==> config.mk <==
export PLATFORM = sky130hd
export DESIGN_NAME = if_fetch_stage
export DESIGN_NICKNAME = d
export VERILOG_FILES = /design/src/rtl/if_fetch_stage_pkg.sv /design/src/rtl/if_fetch_stage_next_pc.sv /design/src/rtl/if_fetch_stage.sv
export SDC_FILE = /design/constraint.sdc
export NUM_CORES = 1
export LEC_CHECK = 0
export ABC_CLOCK_PERIOD_IN_PS = 8370
export CORE_UTILIZATION = 40
export CTS_CLUSTER_DIAMETER = 50
export DETAILED_ROUTE_END_ITERATION = 12
export GPL_ROUTABILITY_DRIVEN = 0
export PLACE_DENSITY = 0.7
export SYNTH_ARGS = -nofsm -noshare
export SYNTH_HDL_FRONTEND = slang
export SYNTH_SLANG_ARGS = --single-unit
==> constraint.sdc <==
create_clock -name clk -period 8.37 [get_ports clk]
set_input_delay 0.837 -clock clk [delete_from_list [all_inputs] [get_ports clk]]
set_output_delay 0.837 -clock clk [all_outputs]
set_load 0.01 [all_outputs]
==> src/rtl/if_fetch_stage_pkg.sv <==
// Shared definitions for the instruction-fetch stage: FSM encoding,
// default reset/trap/bubble values and the alignment helper.
package if_fetch_stage_pkg;

   localparam int INST_W = 32;

   localparam logic [INST_W-1:0] DEF_RESET_PC = 32'h0000_0000;
   localparam logic [INST_W-1:0] DEF_TRAP_VEC = 32'h0000_0004;
   localparam logic [INST_W-1:0] DEF_NOP_INST = 32'h0000_0000;

   typedef enum logic [1:0] {
      IF_BOOT = 2'd0,
      IF_RUN  = 2'd1,
      IF_HALT = 2'd2
   } if_state_e;

   function automatic logic is_word_aligned(input logic [INST_W-1:0] addr);
      return (addr[1:0] == 2'b00);
   endfunction

endpackage

==> src/rtl/if_fetch_stage_next_pc.sv <==
// Combinational next-PC / next-state decision for the fetch stage.
// Priority in RUN: redirect > flush > halt_req > stall > normal capture.
module if_next_pc
   import if_fetch_stage_pkg::*;
#(
   parameter logic [INST_W-1:0] TRAP_VEC = DEF_TRAP_VEC
) (
   input  logic [INST_W-1:0] i_pc,
   input  if_state_e         i_state,
   input  logic              i_stall,
   input  logic              i_flush,
   input  logic              i_redirect_valid,
   input  logic [INST_W-1:0] i_redirect_pc,
   input  logic              i_halt_req,
   input  logic              i_resume,
   output logic [INST_W-1:0] o_next_pc,
   output if_state_e         o_next_state,
   output logic              o_capture,
   output logic              o_bubble,
   output logic              o_trap
);

   logic              w_misaligned;
   logic [INST_W-1:0] w_redirect_tgt;

   assign w_misaligned   = !is_word_aligned(i_redirect_pc);
   assign w_redirect_tgt = w_misaligned ? TRAP_VEC : i_redirect_pc;

   always_comb begin
      o_next_pc    = i_pc;
      o_next_state = i_state;
      o_capture    = 1'b0;
      o_bubble     = 1'b0;
      o_trap       = 1'b0;
      case (i_state)
         IF_BOOT: o_next_state = IF_RUN;
         IF_RUN: begin
            if (i_redirect_valid) begin
               o_next_pc = w_redirect_tgt;
               o_bubble  = 1'b1;
               o_trap    = w_misaligned;
            end else if (i_flush) begin
               o_bubble = 1'b1;
            end else if (i_halt_req) begin
               o_bubble     = 1'b1;
               o_next_state = IF_HALT;
            end else if (!i_stall) begin
               o_capture = 1'b1;
               o_next_pc = i_pc + 32'd4;
            end
         end
         IF_HALT: begin
            // Keeps ID empty while parked; only redirect and resume act here.
            o_bubble = 1'b1;
            if (i_redirect_valid) begin
               o_next_pc = w_redirect_tgt;
               o_trap    = w_misaligned;
            end
            if (i_resume) o_next_state = IF_RUN;
         end
         default: o_next_state = IF_BOOT;
      endcase
   end

endmodule

==> src/rtl/if_fetch_stage.sv <==
// Instruction-fetch stage: owns the PC, drives instruction memory and
// registers the returned word into the IF/ID pipeline register.
module if_fetch_stage
   import if_fetch_stage_pkg::*;
#(
   parameter logic [INST_W-1:0] RESET_PC = DEF_RESET_PC,
   parameter logic [INST_W-1:0] TRAP_VEC = DEF_TRAP_VEC,
   parameter logic [INST_W-1:0] NOP_INST = DEF_NOP_INST
) (
   input  logic              clk,
   input  logic              rst,
   output logic [INST_W-1:0] imem_addr,
   input  logic [INST_W-1:0] imem_inst,
   input  logic              stall,
   input  logic              flush,
   input  logic              redirect_valid,
   input  logic [INST_W-1:0] redirect_pc,
   input  logic              halt_req,
   input  logic              resume,
   output logic [INST_W-1:0] id_inst,
   output logic [INST_W-1:0] id_pc,
   output logic [INST_W-1:0] id_pc4,
   output logic              id_valid,
   output logic              misalign_err,
   output logic [INST_W-1:0] bad_target,
   output logic              halted,
   output logic [INST_W-1:0] fetch_count
);

   logic [INST_W-1:0] r_pc;
   if_state_e         r_state;
   logic [INST_W-1:0] r_id_inst;
   logic [INST_W-1:0] r_id_pc;
   logic [INST_W-1:0] r_id_pc4;
   logic              r_id_valid;
   logic              r_misalign;
   logic [INST_W-1:0] r_bad_target;
   logic [INST_W-1:0] r_fetch_count;

   logic [INST_W-1:0] w_next_pc;
   if_state_e         w_next_state;
   logic              w_capture;
   logic              w_bubble;
   logic              w_trap;

   if_next_pc #(
      .TRAP_VEC (TRAP_VEC)
   ) u_next_pc (
      .i_pc             (r_pc),
      .i_state          (r_state),
      .i_stall          (stall),
      .i_flush          (flush),
      .i_redirect_valid (redirect_valid),
      .i_redirect_pc    (redirect_pc),
      .i_halt_req       (halt_req),
      .i_resume         (resume),
      .o_next_pc        (w_next_pc),
      .o_next_state     (w_next_state),
      .o_capture        (w_capture),
      .o_bubble         (w_bubble),
      .o_trap           (w_trap)
   );

   always_ff @(posedge clk or posedge rst) begin
      if (rst) begin
         r_pc          <= RESET_PC;
         r_state       <= IF_BOOT;
         r_id_inst     <= NOP_INST;
         r_id_pc       <= '0;
         r_id_pc4      <= '0;
         r_id_valid    <= 1'b0;
         r_misalign    <= 1'b0;
         r_bad_target  <= '0;
         r_fetch_count <= '0;
      end else begin
         r_pc       <= w_next_pc;
         r_state    <= w_next_state;
         r_misalign <= w_trap;
         if (w_trap) r_bad_target <= redirect_pc;
         // IF/ID register: capture a fetched word, or squash to a bubble.
         if (w_capture) begin
            r_id_inst     <= imem_inst;
            r_id_pc       <= r_pc;
            r_id_pc4      <= r_pc + 32'd4;
            r_id_valid    <= 1'b1;
            r_fetch_count <= r_fetch_count + 32'd1;
         end else if (w_bubble) begin
            r_id_inst  <= NOP_INST;
            r_id_valid <= 1'b0;
         end
      end
   end

   assign imem_addr    = r_pc;
   assign id_inst      = r_id_inst;
   assign id_pc        = r_id_pc;
   assign id_pc4       = r_id_pc4;
   assign id_valid     = r_id_valid;
   assign misalign_err = r_misalign;
   assign bad_target   = r_bad_target;
   assign halted       = (r_state == IF_HALT);
   assign fetch_count  = r_fetch_count;

endmodule

==> impl_results.md, run 1 <==
- Top delay family on crit path: simple AND/OR/NAND/NOR gates
- Antenna Cells: 0
- Internal: 0.002536 W
- TritonRoute pass-1 iters: 5
- Slew at the pin closest to its max-slew limit: 1.105 ns
- Pin count of the biggest net entering global routing: 135
- PortBufs: 265
- Max clock buf depth: 2
- Slowest cell on crit path: nor4_1
- Cts-stage hold buffer count: 0
- Grt ovf: 0
- Crit. Startpoint: halt_req
- Drc violations: 0
- Fmax: 0.2894 GHz
- Synthesis-to-finish area growth: 39.33%
- Total number of yosys warnings: 0
- Worst path max stage delay: 0.91 ns
- Outcome: finished, final reports clean
- GRT Util Overall: 22.58%
- Crit Reg-Reg Startpoint: r_state[0]
- Chip height: 149.3 um
- Max Slew Vio Count: 0
- Fraction of the cycle the final worst path needs: 41.29%
- Wire length per cell: 18.05 um
- Synth area leaders: dfrtp_1 56%, nand2_1 9.0%, xnor2_1 4.3%
- Clk pwr share: 20.0%
- Psw: 0.001484 W
- MaxCap Viol Count: 0
- First-pass GRT wire length: 38.67 mm
- Setup TNS: 0 ns
- Number of library cell types mapped by synthesis: 54
- H-tree depth: 4
- Initial Utilization: 41.01%
- Clk_skew: 0.01748 ns
- Peak VDD IR: 173.6 uV
- WP buf/inv: 3
- Asr flop ratio synth: 100.0%
- Critical path class: in -> reg
- Vias/cell: 5.277
- Area of the mapped netlist: 8676 um2
- 1st-iter DRT viols: 515
- CP Max Fanout: 35
- Main synth FF type: dfrtp_1
- Sink Count: 194
- CP Launch Type: primary input
- Register area share after synthesis: 55.96%
- Logic gate share of total power: 41.9%
- Reg power frac: 38.1%
- Top-Level Pins: 266
- Fin. Hold Viols: 0
- Crit-path cells: clkdlybuf4s50_1 > nor4_1 > o31ai_4 > buf_4 > nor2_2 > o21ai_2 > buf_4 > mux2_1
- Area leader, netlist: dfrtp_1
- Post-DP HPWL: 17.81 mm
- Share of cells above drive strength 1: 7.789%
- Arr. time, crit path: 3.79 ns
- Number of antenna violations at the first check in global routing: 0
- Wirelength, routed: 25.12 mm
- Via Count: 7345
- Synth top area share: 55.96%
- Power Density: 332.6 nW/um2
- Cells after Synth: 872
- Max_slew headroom: 26.30%
- Setup WS pre-CTS: 4.528 ns
- Post-Syn Area per Cell: 9.949 um2
- CP dominant cell by count: buf_4
- Critical Path RT: 8.70 ns
- CTS clk-pin slew, worst paths: 0.08 ns
- Clock Root Buffer: clkbuf_16
- Hold WC Path Type: reg -> reg
- Setup ws final: 4.914 ns
- Syn nets: 948
- Die ar.: 22280 um2
- Unrepaired setup endpoints after global routing: no
- CTS tree: yes
- P_leak: 5.232 nW
- Final nets: 1180
- CP endpoint kind: flop
- Final Critical Period: 3.456 ns
- Core area: 21150 um2
- FF+latch count, synth: 194
- Final number of setup-violating endpoints: 0
- Setup Buffers After CTS: 0
- DRT antenna net count: 0
- Die W: 149.3 um
- Clock network latency to the later pin of the worst-skew pair: 0.44 ns
- Hold path start: fetch_count[31]
- Sw Share: 36.92%
- Post-synth EDFFs: 0
- Post-CTS sizing: 0
- Vias in the first global route: 6820
- CTS buffer count: 17
- Rows: 53
[routing by layer]
metal / part of all wire [%] / track usage, % / vias up / wire length, um
li1: - / - / 3444 / -
met2: 44 / 32.49 / 332 / 11030
met4: 2.4 / 7.959 / 0 / 601
met3: 8.5 / 6.055 / 34 / 2130
met5: 0 / 0 / - / 0
met1: 45 / 32.55 / 3535 / 11360
[Yosys cell counts (3+ instances only)]
cell / number
o22a_1: 4
xnor2_1: 43
and2_1: 3
xor2_1: 16
o21ai_0: 48
o2bb2ai_1: 11
nor2_1: 38
nand2_1: 209
buf_4: 3
a22oi_1: 9
nand3_1: 55
nor2b_1: 4
or4_1: 5
a221oi_1: 4
o21a_1: 4
a31oi_1: 4
clkbuf_1: 43
dfrtp_1: 194
nor4_4: 3
nor3_1: 12
mux2_2: 29
o22ai_1: 5
and4_1: 5
buf_2: 12
inv_1: 15
o21ai_1: 4
a21oi_1: 28
nand4_1: 15
ha_1: 5
and3_1: 4
o31a_1: 4
nor4_1: 6
[stage by stage]
step                cells  utilization, %  hold WS [ns]  total power (W)  instance area (um2)
floorplan             872               -        0.4864         0.002315                 8676
global placement     1360           54.44        0.4583         0.003206                11520
detailed placement   1360           54.44        0.4621         0.003234                11520
CTS                  1392           57.14        0.4734         0.004046                12090
global route         1392           57.14        0.4814         0.004250                12090
finish               1392           57.14        0.4699         0.004021                12090
[state kept, by name (all words and copies together), names as in the netlist]
signal and count:
r_state 2, id_valid 1, bad_target 32, fetch_count 32
imem_addr 32, id_pc4 30, id_inst 32, misalign_err 1
id_pc 32
[final cells by class]
| type | instances | area (um2) |
|---|---|---|
| fill | 1878 | 9066 |
| inverter | 15 | 63.81 |
| sequential | 194 | 4855 |
| multi-input combinational | 604 | 3548 |
| tap | 275 | 344.1 |
| timing repair buffer | 272 | 2705 |
| clock buffer | 20 | 456.7 |
| clock inverter | 12 | 115.1 |
[worst reg2reg max path: stages, from the launching register on]
cell and delay, ns:
dfrtp_1 0.37, inv_1 0.07, ha_1 0.34, nor4_1 0.93
o31ai_4 0.12, buf_4 0.29, nor2_2 0.34, o21ai_2 0.15
buf_4 0.27, mux2_1 0.36
[path summary, 6_finish.rpt]
path | cells past startpoint | endpoint | slack, ns
min | 1 | fetch_count[31] | 0.47
min reg2reg | 1 | fetch_count[31] | 0.47
max in group asynchronous | 3 | id_inst[3] | 6.07
max reg2reg | 9 | bad_target[17] | 5.02
min in group asynchronous | 2 | id_pc[24] | 1.00
max | 8 | bad_target[17] | 4.91
[power groups by stage]
| stage | Clock (W) | Combinational [W] | Sequential, W |
|---|---|---|---|
| 6_report | 0.000803 | 0.00169 | 0.00153 |
| 5_1_grt | 0.000855 | 0.00182 | 0.00158 |
| 4_1_cts | 0.000818 | 0.00170 | 0.00153 |
| 3_5_place_dp | 0 | 0.00169 | 0.00155 |
| 3_3_place_gp | 0 | 0.00167 | 0.00154 |
| 2_1_floorplan | 0 | 0.000720 | 0.00159 |
[cells by family after synthesis]
logic type | after synthesis | share of synthesized area [%]
simple gates | 370 | 19.69
flops | 194 | 55.96
compound gates | 139 | 10.15
buf+inv | 74 | 3.519
xor+xnor | 59 | 5.956
mux | 31 | 4.009
fa+ha+maj | 5 | 0.7211
[cell usage in the layout (no fill, tap or decap), drive strengths merged, types with 4 or more instances in the layout]
cell type,n
nand3,55
a31oi,4
nand2,209
nor3,13
or4,5
dfrtp,194
inv,22
o22ai,5
nand4,16
xor2,16
xnor2,43
o31a,4
clkdlybuf4s50,265
nor4,11
ha,5
clkbuf,20
a22oi,9
and3,4
buf,7
a21oi,28
clkinvlp,4
mux2,30
nor2b,4
a221oi,4
and4,5
o2bb2ai,11
o21a,4
o22a,4
nor2,39
o21ai,52
Power figures use the tool's default switching activity.
==> run 2: changes to the inputs <==
--- a/config.mk
+++ b/config.mk
@@ -5,7 +5,7 @@
 export SDC_FILE = /design/constraint.sdc
 export NUM_CORES = 1
 export LEC_CHECK = 0
-export ABC_CLOCK_PERIOD_IN_PS = 8370
+export ABC_CLOCK_PERIOD_IN_PS = 3400
 export CORE_UTILIZATION = 40
 export CTS_CLUSTER_DIAMETER = 50
 export DETAILED_ROUTE_END_ITERATION = 12
==> constraint.sdc (replaced) <==
create_clock -name clk -period 3.4 [get_ports clk]
set_input_delay 0.34 -clock clk [delete_from_list [all_inputs] [get_ports clk]]
set_output_delay 0.34 -clock clk [all_outputs]
set_load 0.01 [all_outputs]
==> run 2 against run 1 <==
  * Power rose by 150%
  * Sequential power increased by 150%
  * Combinational power increased to 2.5 times the previous value
  * Non-clock buffer count increased by 10
  * Critical path type is now reg -> reg
  * Utilization rose by 0.72 points
  * Critical endpoint is now bad_target[3]
  * Highest routed layer unchanged
==> impl_results.md, run 2 (same netlist as run 1, synthesis figures left out) <==
- Pin count of the biggest net entering global routing: 62 (-54%)
- Antenna Cells: 0 (unchanged)
- Fillers: 1846 (-1.7%)
- Arr. time, crit path: 2.98 ns (-0.81 ns)
- Slew at the pin closest to its max-slew limit: 0.7208 ns (-0.3846 ns)
- Clock Root Buffer: clkbuf_16
- Wire length per cell: 17.82 um (-1.3%)
- CP endpoint kind: flop
- Via Count: 7451 (+1.4%)
- Critical path class: reg -> reg
- Initial Utilization: 41.01% (unchanged)
- Die ar.: 22280 um2 (unchanged)
- Max Slew Vio Count: 0 (unchanged)
- CP Max Fanout: 26 (-26%)
- Slowest cell on crit path: nor4_1
- P_leak: 5.299 nW (+1.3%)
- Clock network latency to the later pin of the worst-skew pair: 0.43 ns (about the same)
- Final nets: 1190 (+0.85%)
- CP Launch Type: flop
- Peak VDD IR: 459.1 uV (+160%)
- Drc violations: 0 (unchanged)
- Final number of setup-violating endpoints: 0 (unchanged)
- Overall Power: 0.009997 W (+150%)
- PortBufs: 265 (unchanged)
- Setup TNS: 0 ns (unchanged)
- Outcome: finished, final reports clean
- Setup Buffers After CTS: 0 (unchanged)
- First-pass GRT wire length: 39.44 mm (+2.0%)
- Fraction of the cycle the final worst path needs: 78.40%
- Crit-path cells: inv_1 > ha_1 > nor4_1 > o31ai_4 > nor2_2 > o21ai_2 > buf_4 > mux2_2
- Clk_skew: 0.01376 ns (-0.003726 ns)
- CTS clk-pin slew, worst paths: 0.07 ns (about the same)
- R2R Setup Slk: 0.73 ns (-4.29 ns)
- Final Critical Period: 2.666 ns
- CTS tree: yes
- Final Util: 57.86% (+0.72 points)
- Share of cells above drive strength 1: 8.607% (+0.82 points)
- Setup WS pre-CTS: 0.6649 ns (-3.863 ns)
- Wirelength, routed: 24.98 mm (-0.55%)
- Vias/cell: 5.315 (+0.72%)
- Hold WC Path Type: in -> async
- Unrepaired setup endpoints after global routing: no
- Post-CTS sizing: 0 (unchanged)
- Post-DP HPWL: 18.09 mm (+1.6%)
- MaxCap Viol Count: 0 (unchanged)
- Fin. Hold Viols: 0 (unchanged)
- Setup ws final: 0.7344 ns (-4.180 ns)
- Top-Level Pins: 266 (unchanged)
- TritonRoute pass-1 iters: 5 (unchanged)
- CTS buffer count: 17 (unchanged)
- Core area: 21150 um2 (unchanged)
- Sink Count: 194 (unchanged)
- Vias in the first global route: 7070 (+3.7%)
- Cts-stage hold buffer count: 0 (unchanged)
- Rows: 53 (unchanged)
- Max_slew headroom: 51.50% (+25 points)
- Grt ovf: 0 (unchanged)
- Max clock buf depth: 2 (unchanged)
- R2r endpoint: bad_target[3]
- Chip height: 149.3 um (unchanged)
- Commonest non-fill, non-tap cells in the layout: 265 x clkdlybuf4s50_1, 208 x nand2_1, 194 x dfrtp_1
- Most common cell after layout, fill and taps aside: clkdlybuf4s50_1
- Worst path max stage delay: 0.69 ns (-0.22 ns)
- Number of antenna violations at the first check in global routing: 0 (unchanged)
- Worst R2R Path Depth: 8 (-1)
- Critical Path RT: 3.72 ns (-4.98 ns)
- GRT Util Overall: 22.93% (+0.35 points)
- Power Density: 816.8 nW/um2 (+150%)
- Die W: 149.3 um (unchanged)
- Crit Reg-Reg Startpoint: r_state[0]
- 1st-iter DRT viols: 578 (+12%)
- Fmax: 0.3751 GHz
- Synthesis-to-finish area growth: 41.07%
- H-tree depth: 4 (unchanged)
- DRT antenna net count: 0 (unchanged)
run 2: cell count changes in the layout (fill, tap and decap cells not counted):
| cell | previous run | this run |
|---|---|---|
| buf_12 | 0 | 6 |
| buf_4 | 7 | 11 |
| inv_8 | 7 | 4 |
| clkbuf_8 | 2 | 0 |
| clkinvlp_4 | 4 | 6 |
| bufinv_16 | 0 | 1 |
| clkinv_4 | 1 | 2 |
| inv_6 | 1 | 2 |
run 2: worst max-delay path by stage:
stage,cells past startpoint,to,start,slack (ns)
6_report,8,bad_target[3],r_state[0],0.73
5_1_grt,8,bad_target[3],r_state[0],0.54
4_1_cts,8,bad_target[12],r_state[0],0.75
3_5_place_dp,6,fetch_count[23],redirect_valid,0.66
3_3_place_gp,7,bad_target[8],halt_req,0.72
2_1_floorplan,1,bad_target[0],rst,0.56
run 2: worst max-delay path: cells and delay by family, from the launching register on:
| family | cells | cell delay [ns] |
|---|---|---|
| buf+inv | 2 | 0.34 |
| fa+ha+maj | 1 | 0.32 |
| flops | 1 | 0.39 |
| simple gates | 2 | 0.89 |
| mux | 1 | 0.31 |
| compound gates | 2 | 0.29 |
run 2: area by class of cell:
class | instances | area (um2) | share of cell area (%)
Clock inverter | 14 | 147.6 | 1.206
Multi-Input combinational cell | 604 | 3548 | 28.99
Clock buffer | 18 | 429.2 | 3.506
Timing Repair Buffer | 282 | 2855 | 23.33
Sequential cell | 194 | 4855 | 39.66
Tap cell | 275 | 344.1 | 2.811
Inverter | 15 | 60.06 | 0.4907
run 2: power by group:
part           switching, W  total [W]  internal, W
clock network      0.000952    0.00199      0.00104
logic               0.00202    0.00423      0.00221
registers          0.000700    0.00378      0.00308
run 2: layer usage:
metal	global-route usage, %	share of wire, %
met5	0	0
met4	8.112	1.9
met3	5.260	7.4
met2	33.56	45
met1	33.11	46
run 2: per-stage QoR:
step                instances  area (um2)  hold WS, ns
finish                   1402       12240       0.2193
global placement         1370       11660       0.4563
floorplan                 872        8680       0.4454
detailed placement       1370       11660       0.4605
CTS                      1402       12240       0.2095
global route             1402       12240       0.2366
==> run 3: changes to the inputs <==
--- a/config.mk
+++ b/config.mk
@@ -5,12 +5,12 @@
 export SDC_FILE = /design/constraint.sdc
 export NUM_CORES = 1
 export LEC_CHECK = 0
-export ABC_CLOCK_PERIOD_IN_PS = 3400
+export ABC_CLOCK_PERIOD_IN_PS = 2200
 export CORE_UTILIZATION = 40
 export CTS_CLUSTER_DIAMETER = 50
 export DETAILED_ROUTE_END_ITERATION = 12
 export GPL_ROUTABILITY_DRIVEN = 0
-export PLACE_DENSITY = 0.7
+export PLACE_DENSITY = 0.73
 export SYNTH_ARGS = -nofsm -noshare
 export SYNTH_HDL_FRONTEND = slang
 export SYNTH_SLANG_ARGS = --single-unit
==> constraint.sdc (replaced) <==
create_clock -name clk -period 2.2 [get_ports clk]
set_input_delay 0.22 -clock clk [delete_from_list [all_inputs] [get_ports clk]]
set_output_delay 0.22 -clock clk [all_outputs]
set_load 0.01 [all_outputs]
==> run 3 against run 2 <==
  * Non-clock buffer count rose by 51
  * First-iteration DRC count grew 5.4%
  * Clock power grew 52%
  * Clock-buffer cell count is 1 higher
  * Cell area up 3.6%
  * Via count rose by 2.0%
  * Maximum frequency grew 28%
  * Clock skew fell by 0.0017 ns
  * Sequential share of layout area shrank 1.4 points
  * Die area did not move
  * Critical path depth fell by 2
  * Power is 59% higher
==> impl_results.md, run 3 (same netlist as run 1, synthesis figures left out) <==
- Hold WC Path Type: in -> async
- Sink Count: 194 (unchanged)
- MaxCap Viol Count: 0 (unchanged)
- Crit-path cells: ha_1 > nand4_1 > or4_4 > nor4_4 > o21ai_0 > o2bb2ai_1
- Global Route met3 Usage: 6.453% (+1.2 points)
- Vias in the first global route: 7531 (+6.5%)
- WP buf/inv: 0 (-2)
- CP endpoint kind: flop
- Synthesis-to-finish area growth: 46.18%
- Wire length per cell: 17.99 um (+0.95%)
- CP Capture Point: imem_addr[30]
- Final Critical Period: 2.077 ns (-0.5883 ns)
- Slowest cell on crit path: or4_4
- Slew at the pin closest to its max-slew limit: 0.5984 ns (-0.1224 ns)
- Outcome: finished, final reports clean
- DRT antenna net count: 0 (unchanged)
- R2R Setup Slk: 0.12 ns (-0.61 ns)
- Pin count of the biggest net entering global routing: 133 (+110%)
- Worst R2R Path Depth: 6 (-2)
- Final number of setup-violating endpoints: 0 (unchanged)
- Critical Path RT: 2.52 ns (-1.20 ns)
- Number of antenna violations at the first check in global routing: 0 (unchanged)
- Fin. Hold Viols: 0 (unchanged)
- Core area: 21150 um2 (unchanged)
- Worst path max stage delay: 0.66 ns (-0.03 ns)
- GR peak layer: met2
- Post-DP HPWL: 19.16 mm (+5.9%)
- Clock network latency to the later pin of the worst-skew pair: 0.44 ns (about the same)
- Most common cell after layout, fill and taps aside: clkdlybuf4s50_1
- TritonRoute pass-1 iters: 5 (unchanged)
- Cell Area, Placed: 12100 um2 (+3.8%)
- WP depth: 6 (-2)
- Top-Level Pins: 266 (unchanged)
- Top delay family on crit path: simple AND/OR/NAND/NOR gates
- R2r endpoint: imem_addr[30]
- Final Util: 59.95% (+2.1 points)
- Arr. time, crit path: 2.39 ns (-0.59 ns)
- Die W: 149.3 um (unchanged)
- Die ar.: 22280 um2 (unchanged)
- Crit. Startpoint: imem_addr[3]
- Cts-stage hold buffer count: 0 (unchanged)
- Max_slew headroom: 60.11% (+8.6 points)
- GR Util met1: 33.56% (+0.45 points)
- Antenna Cells: 0 (unchanged)
- Max clock buf depth: 2 (unchanged)
- Share of cells above drive strength 1: 12.90% (+4.3 points)
- Rows: 53 (unchanged)
- Drc violations: 0 (unchanged)
- Fraction of the cycle the final worst path needs: 94.43% (+16 points)
- 1st-iter DRT viols: 609 (+5.4%)
- Final nets: 1241 (+4.3%)
- Grt ovf: 0 (unchanged)
- Area occupied by multi-input gates: 3578 um2 (+0.85%)
- Max Slew Vio Count: 0 (unchanged)
- Sequential cell area: 4855 um2 (unchanged)
- CTS clk-pin slew, worst paths: 0.07 ns (about the same)
- GRT met2 Usage: 35.95% (+2.4 points)
- Fillers: 1776 (-3.8%)
- Critical path class: reg -> reg
- Vias/cell: 5.232 (-1.6%)
- CP Launch Type: flop
- Setup TNS: 0 ns (unchanged)
- GRT Util Overall: 24.15% (+1.2 points)
- Clk_skew: 0.01206 ns (-0.001696 ns)
- Wirelength, routed: 26.14 mm (+4.6%)
- Post-Layout Inst Area: 12680 um2 (+3.6%)
- Power Density: 1256 nW/um2 (+54%)
- PortBufs: 265 (unchanged)
- Initial Utilization: 41.01% (unchanged)
- Commonest non-fill, non-tap cells in the layout: 265 x clkdlybuf4s50_1, 208 x nand2_1, 194 x dfrtp_1
- Chip height: 149.3 um (unchanged)
- CP Max Fanout: 7 (-73%)
- P_leak: 5.584 nW (+5.4%)
- Unrepaired setup endpoints after global routing: no
- Fmax: 0.4814 GHz (+28%)
- Crit Reg-Reg Startpoint: imem_addr[3]
- CTS buffer count: 17 (unchanged)
- Via Count: 7602 (+2.0%)
- CTS tree: yes
- First-pass GRT wire length: 41.24 mm (+4.6%)
- Peak VDD IR: 668.6 uV (+46%)
- Clock Root Buffer: clkbuf_16
- H-tree depth: 4 (unchanged)
==> run 3: per-layer routing <==
metal	part of all wire [%]	routed length, um
met1	44	11620
met5	0	0
met3	8.0	2102
met4	2.5	665
met2	45	11760
==> run 3: power breakdown <==
part / internal [W] / total [W] / switching, W
clock: 0.00155 / 0.00302 / 0.00147
sequential: 0.00476 / 0.00556 / 0.000802
combinational: 0.00379 / 0.00736 / 0.00357
total: 0.0101 / 0.0159 / 0.00583
==> run 3: worst min-delay path by stage <==
stage,cells after the start,slack [ns],startpoint,to
after floorplan,2,0.33,imem_inst[0],id_inst[0]
after CTS,2,0.14,rst,id_pc4[31]
after global routing,2,0.17,rst,id_pc4[23]
final,2,0.15,rst,id_pc4[23]
after global placement,1,0.46,fetch_count[31],fetch_count[31]
after detailed placement,2,0.46,id_pc[3],id_pc[3]
==> run 3: repair_timing <==
action,CTS,global route
resized for setup,1,1
hold endpoints to repair,0,0
gates cloned,0,0
pin swaps,0,0
endpoints found under the setup margin,4,2
buffers inserted,0,0
==> run 3: layout make-up <==
type / count / share of cell area (%)
Sequential cell: 194 / 38.28
Multi-Input combinational cell: 604 / 28.22
Tap cell: 275 / 2.713
Timing Repair Buffer: 333 / 25.83
Clock buffer: 19 / 3.571
Inverter: 15 / 0.4736
Clock inverter: 13 / 0.9175
==> run 3: worst reg2reg max path: stages, from the launching register on <==
cell	delay [ns]
dfrtp_1	0.35
ha_1	0.18
nand4_1	0.14
or4_4	0.66
nor4_4	0.38
o21ai_0	0.12
o2bb2ai_1	0.12
==> run 3: per-stage QoR <==
step / setup slack [ns] / total power [W] / cells / hold WS (ns)
2_1_floorplan: -0.5244 / 0.008860 / 872 / 0.3254
3_3_place_gp: 0.02962 / 0.01282 / 1421 / 0.4576
3_5_place_dp: -0.0001292 / 0.01297 / 1421 / 0.4624
4_1_cts: 0.1127 / 0.01604 / 1453 / 0.1428
5_1_grt: 0.006606 / 0.01689 / 1453 / 0.1650
6_report: 0.1226 / 0.01593 / 1453 / 0.1480
